$ cat config.mk
export PLATFORM = sky130hd
export DESIGN_NAME = hazard_control_unit
export DESIGN_NICKNAME = d
export VERILOG_FILES = /design/src/rtl/hazard_pkg.sv /design/src/rtl/load_use_detect.sv /design/src/rtl/hazard_control_unit.sv
export SDC_FILE = /design/constraint.sdc
export NUM_CORES = 1
export LEC_CHECK = 0
export CAP_MARGIN = 20
export CORE_MARGIN = 5
export CORE_UTILIZATION = 35
export DETAILED_ROUTE_END_ITERATION = 7
export GPL_ROUTABILITY_DRIVEN = 0
export PLACE_DENSITY = 0.78
export SLEW_MARGIN = 40
export SYNTH_ARGS = -nofsm -noshare
export SYNTH_HDL_FRONTEND = slang
export SYNTH_HIERARCHICAL = 1
export SYNTH_SLANG_ARGS = --single-unit
$ cat constraint.sdc
create_clock -name clk -period 1.8 [get_ports clk]
set_input_delay 0.27 -clock clk [delete_from_list [all_inputs] [get_ports clk]]
set_output_delay 0.27 -clock clk [all_outputs]
set_load 0.01 [all_outputs]
$ cat src/rtl/hazard_pkg.sv
// Shared types and constants for the hazard control unit.
// Holds the sequencer state encoding, register-index width and the
// saturating increment used by the optional performance counters.
package hazard_pkg;

  typedef enum logic {
    RUN   = 1'b0,
    FLUSH = 1'b1
  } state_t;

  localparam int REG_W = 5;
  localparam logic [REG_W-1:0] REG_ZERO = 5'd0;

  // Increment that sticks at all-ones instead of wrapping.
  function automatic logic [31:0] sat_inc(input logic [31:0] v);
    return (v == 32'hFFFF_FFFF) ? v : v + 32'd1;
  endfunction

endpackage

$ cat src/rtl/load_use_detect.sv
// Load-use hazard compare: the instruction in EX is a load whose
// destination (other than x0) is a source of the instruction in ID.
module load_use_detect
  import hazard_pkg::*;
(
  input  logic [REG_W-1:0] rs1,
  input  logic [REG_W-1:0] rs2,
  input  logic [REG_W-1:0] ex_rd,
  input  logic             ex_mem_read,
  output logic             hazard
);

  // Pure compare; x0 never carries a dependency.
  always_comb begin
    hazard = ex_mem_read && (ex_rd != REG_ZERO) &&
             ((ex_rd == rs1) || (ex_rd == rs2));
  end

endmodule

$ cat src/rtl/hazard_control_unit.sv
// Pipeline sequencer for hazards that forwarding cannot resolve:
// load-use stall, taken-branch flush (BRANCH_PENALTY cycles) and
// whole-pipeline freeze while data memory is busy. A branch seen during
// a freeze is latched in pend and serviced on the first non-busy cycle.
// Priority: freeze > branch > load-use.
// Optional feature macro: HAZARD_PERF_CNT_EN adds saturating 32-bit
// stallCycles / flushCycles / freezeCycles counters.
// dbg_state / dbg_cnt / dbg_pend expose the sequencer state for checkers.
module hazard_control_unit
  import hazard_pkg::*;
#(
  parameter int BRANCH_PENALTY = 2,
  parameter int CNT_W          = 4
) (
  input  logic             clk,
  input  logic             rst_n,
  input  logic [REG_W-1:0] IFIDrs1,
  input  logic [REG_W-1:0] IFIDrs2,
  input  logic [REG_W-1:0] IDEXrd,
  input  logic             IDEXmemRead,
  input  logic             branchTaken,
  input  logic             memBusy,
  output logic             PCwrite,
  output logic             IFIDwrite,
  output logic             IDEXwrite,
  output logic             EXMEMwrite,
  output logic             IFIDflush,
  output logic             IDEXbubble,
  output logic             redirect,
`ifdef HAZARD_PERF_CNT_EN
  output logic [31:0]      stallCycles,
  output logic [31:0]      flushCycles,
  output logic [31:0]      freezeCycles,
`endif
  output logic             dbg_state,
  output logic [CNT_W-1:0] dbg_cnt,
  output logic             dbg_pend
);

  state_t           state_q, state_d;
  logic [CNT_W-1:0] cnt_q, cnt_d;
  logic             pend_q, pend_d;
  logic             lu_hazard;
  logic             stall_now, flush_now, freeze_now;

  load_use_detect u_lud (
    .rs1         (IFIDrs1),
    .rs2         (IFIDrs2),
    .ex_rd       (IDEXrd),
    .ex_mem_read (IDEXmemRead),
    .hazard      (lu_hazard)
  );

  // Sequencer state register; reset aborts any flush and drops pend.
  always_ff @(posedge clk or negedge rst_n) begin
    if (!rst_n) begin
      state_q <= RUN;
      cnt_q   <= '0;
      pend_q  <= 1'b0;
    end else begin
      state_q <= state_d;
      cnt_q   <= cnt_d;
      pend_q  <= pend_d;
    end
  end

  // Next state and combinational pipeline controls, in priority order.
  always_comb begin
    state_d    = state_q;
    cnt_d      = cnt_q;
    pend_d     = pend_q;
    PCwrite    = 1'b1;
    IFIDwrite  = 1'b1;
    IDEXwrite  = 1'b1;
    EXMEMwrite = 1'b1;
    IFIDflush  = 1'b0;
    IDEXbubble = 1'b0;
    redirect   = 1'b0;
    stall_now  = 1'b0;
    flush_now  = 1'b0;
    freeze_now = 1'b0;
    if (!rst_n) begin
      PCwrite    = 1'b0;
      IFIDwrite  = 1'b0;
      IDEXwrite  = 1'b0;
      EXMEMwrite = 1'b0;
      IFIDflush  = 1'b1;
      IDEXbubble = 1'b1;
    end else if (memBusy) begin
      freeze_now = 1'b1;
      PCwrite    = 1'b0;
      IFIDwrite  = 1'b0;
      IDEXwrite  = 1'b0;
      EXMEMwrite = 1'b0;
      if (state_q == RUN && branchTaken) pend_d = 1'b1;
    end else if (state_q == FLUSH) begin
      // Wrong-path instructions: branches and load-use are ignored here.
      flush_now  = 1'b1;
      IFIDflush  = 1'b1;
      IDEXbubble = 1'b1;
      if (cnt_q == '0) state_d = RUN;
      else             cnt_d   = cnt_q - CNT_W'(1);
    end else if (branchTaken || pend_q) begin
      flush_now  = 1'b1;
      redirect   = 1'b1;
      IFIDflush  = 1'b1;
      IDEXbubble = 1'b1;
      pend_d     = 1'b0;
      if (BRANCH_PENALTY > 1) begin
        state_d = FLUSH;
        cnt_d   = CNT_W'(BRANCH_PENALTY - 2);
      end
    end else if (lu_hazard) begin
      stall_now  = 1'b1;
      PCwrite    = 1'b0;
      IFIDwrite  = 1'b0;
      IDEXbubble = 1'b1;
    end
  end

  assign dbg_state = state_q;
  assign dbg_cnt   = cnt_q;
  assign dbg_pend  = pend_q;

`ifdef HAZARD_PERF_CNT_EN
  // Saturating cycle counters for each hazard condition.
  always_ff @(posedge clk or negedge rst_n) begin
    if (!rst_n) begin
      stallCycles  <= '0;
      flushCycles  <= '0;
      freezeCycles <= '0;
    end else begin
      if (stall_now)  stallCycles  <= sat_inc(stallCycles);
      if (flush_now)  flushCycles  <= sat_inc(flushCycles);
      if (freeze_now) freezeCycles <= sat_inc(freezeCycles);
    end
  end
`else
  logic unused_perf;
  assign unused_perf = stall_now ^ flush_now ^ freeze_now;
`endif

endmodule

==> Implementation_results.wiki <==
{| class="wikitable"
! Metric !! Value
|-
| Register bit total from synthesis || 6
|-
| Height of the die || 48.24 um
|-
| Cell taking the most area after synthesis || dfrtp_1
|-
| ANT nets after route || 0
|-
| Initial core utilization || 38.37%
|-
| Cell Count Post-Placement || 121
|-
| Area of all sequential standard cells || 150.1 um2
|-
| Number of vias in the routed layout || 617
|-
| Clock tree from TritonCTS || yes
|-
| Number of setup buffers added after CTS || 0
|-
| Number of cells on the worst reg-to-reg path || 5
|-
| Core ar. || 0.001334 mm2
|-
| Register area share after synthesis || 29.34%
|-
| Std cell rows || 13
|-
| Sum of net half-perimeters after detailed placement || 1489 um
|-
| Ys flop type || dfrtp_1
|-
| Net count of the mapped netlist || 82
|-
| Number of buffers created by CTS || 3
|-
| Number of nets in the finished design || 133
|-
| Endpoints failing hold || 0
|-
| Slew margin rel. || 83.80%
|-
| Area Growth Syn to Fin || 87.29%
|-
| Average footprint of a synthesized cell || 8.529 um2
|-
| Horizontal die dimension || 48.24 um
|-
| Clock buffer depth || 2
|-
| Clock-pin slew of the registers on the worst-case setup and hold paths || 0.05 ns
|-
| Wire length reported by the detailed router || 1771 um
|-
| Htree depth || 1
|-
| Fin. max-slew vios || 0
|-
| EDFF count, synth || 0
|-
| Final-layout fill cell count || 114
|-
| Reg-to-reg critical path startpoint || dbg_cnt[1]
|-
| Min setup slack post-route || 0.08119 ns
|-
| Wire length per cell after detailed routing || 14.28 um
|-
| Number of standard cells in the layout, taps in and fillers out || 124
|-
| Placement-stage worst setup slack || -0.6764 ns
|-
| Share of flip-flops with an asynchronous set or reset || 100.0%
|-
| All-layer global routing usage || 17.16%
|-
| Buffers added on ports || 32
|-
| Period minus WS final || 1.719 ns
|-
| Crit. Startpoint || IDEXrd[3]
|-
| Insertion delay to the later sink of the worst-skew pair || 0.25 ns
|-
| Max Freq || 581.8 MHz
|-
| Antenna diode count || 0
|-
| Setup Viol. Count Final || 0
|-
| Required time of the critical path || 1.53 ns
|-
| Leakage dissipation || 0.4549 nW
|-
| Post-route DRC violation count || 0
|-
| Number of different library cells in the post-synthesis netlist || 25
|-
| Via density per instance || 4.976
|-
| Area of combinational cells with multiple inputs || 350.3 um2
|-
| Largest net degree at the start of global routing || 8
|-
| Worst Path Class, Setup || in -> out
|-
| Clk sink count || 6
|-
| Category of the worst setup path launch point || primary input
|-
| Post-route clock period utilization || 95.49%
|-
| Setup repair after global routing missed its margin || false
|-
| Iter 0 DRT Violations || 8
|-
| Cells after Synth || 60
|-
| I/O pin total || 33
|-
| Max-cap check violation count || 0
|-
| Reg2Reg Capture Point || dbg_cnt[2]
|-
| Slew of the pin with the lowest slew margin || 0.2407 ns
|-
| Worst vdd rail ir drop || 809.5 uV
|-
| Power per unit of standard cell area || 941.7 mW/mm2
|-
| Class of the most critical hold timing path || in -> async
|-
| Area of the die || 0.002327 mm2
|-
| FF-to-FF setup slack || 0.34 ns
|-
| Status || completed
|-
| Worst setup EP type || output pin
|-
| Cell types with the largest area share after synthesis || dfrtp_1 (29%), xor2_1 (10%), xnor2_1 (6.8%)
|-
| DRT Pass-1 Iters || 2
|-
| Cell types with the highest counts after synthesis || dfrtp_1 (6), o21ai_0 (6), xor2_1 (6)
|-
| Yosys warns || 6
|-
| Clock Skew || 0.009796 ns
|-
| Portion of synthesized cell area occupied by the leading cell type || 29.34%
|-
| Fraction of layout cells with a size suffix above 1 || 29.36%
|-
| Crit path arrival time || 1.45 ns
|-
| CP Max Fanout || 3
|-
| Via count of the first global-routing pass || 648
|-
| Root buffer selected by CTS || clkbuf_4
|-
| Initial antenna violation count || 0
|-
| GRT overflow || 0
|-
| Post-synthesis cell area || 511.7 um2
|-
| Global-route wire length before repair || 2732 um
|}
worst max-delay path, stage by stage:
cell and delay (ns):
buf_2 0.12, or4_4 0.53, o21ai_2 0.13, a21oi_2 0.06
o21ai_1 0.13, nand2_1 0.07, buf_2 0.14
power breakdown:
| part | internal (mW) | switching (mW) | leakage [nW] | total [mW] |
|---|---|---|---|---|
| Sequential | 0.192 | 0.0673 | 0.0708 | 0.260 |
| Clock | 0.0757 | 0.0526 | 0.0138 | 0.128 |
| Combinational | 0.294 | 0.220 | 0.370 | 0.515 |
metal layers:
metal | vias up | share of wire [%] | global-route usage (%)
li1 | 316 | - | -
met1 | 276 | 44 | 21.65
met3 | 7 | 7.0 | 7.011
met2 | 18 | 46 | 26.56
met5 | - | 0 | 0
met4 | 0 | 3.1 | 5.376
cell usage in the layout (no fill, tap or decap), types with 2 or more instances in the layout:
cell	Yosys	final
clkdlybuf4s15_1	0	4
xnor2_1	4	3
inv_1	5	5
a31oi_1	3	3
nor3_1	3	3
clkbuf_2	0	2
ha_1	2	2
clkdlybuf4s50_1	0	12
o21ai_0	6	5
a21oi_2	0	2
nand3_1	5	5
buf_2	0	5
nand2_1	2	2
clkbuf_4	0	3
dlygate4sd2_1	0	8
xor2_1	6	6
buf_4	2	16
dfrtp_1	6	6
timing repair:
| item | 4_1_cts | 5_1_grt |
|---|---|---|
| gates resized for setup | 37 | 12 |
| pin swaps | 9 | 11 |
| hold buffers | 0 | 0 |
| setup endpoints to repair | 7 | 3 |
logic make-up after synthesis:
kind of cell | synth area share [%]
AO/OA/AOI/OAI | 19.80
XOR/XNOR | 17.11
adder cells (fa/ha/maj) | 4.889
buffers and inverters | 6.601
flip-flops | 29.34
AND/OR/NAND/NOR | 22.25
area by class of cell:
| class | count | area share [%] |
|---|---|---|
| tap | 15 | 1.958 |
| clock buffer | 3 | 2.350 |
| timing repair buffer | 48 | 41.51 |
| multi-input combinational | 47 | 36.55 |
| sequential | 6 | 15.67 |
| inverter | 5 | 1.958 |
worst max path at each step:
stage,to,slack [ns]
after global routing,IDEXbubble,0.008
after detailed placement,IFIDwrite,-0.68
after floorplan,PCwrite,0.15
after global placement,IFIDwrite,-0.64
final,IDEXbubble,0.08
after CTS,IDEXbubble,0.0005
metrics by stage:
step	setup TNS, ns	instance area [um2]	util, %	hold slack, ns	power (mW)
detailed placement	-2.420	955.9	71.67	0.5863	0.7893
floorplan	0	511.7	-	-0.02559	0.4827
CTS	0	950.9	71.29	0.1650	0.9062
global placement	-2.254	955.9	71.67	0.5652	0.7671
finish	0	958.4	71.86	0.1765	0.9025
global route	0	958.4	71.86	0.1838	0.9696
flip-flops by register name, indices dropped and copies added (netlist names):
name	count
dbg_state	1
dbg_cnt	4
dbg_pend	1
Power figures use the tool's default switching activity.
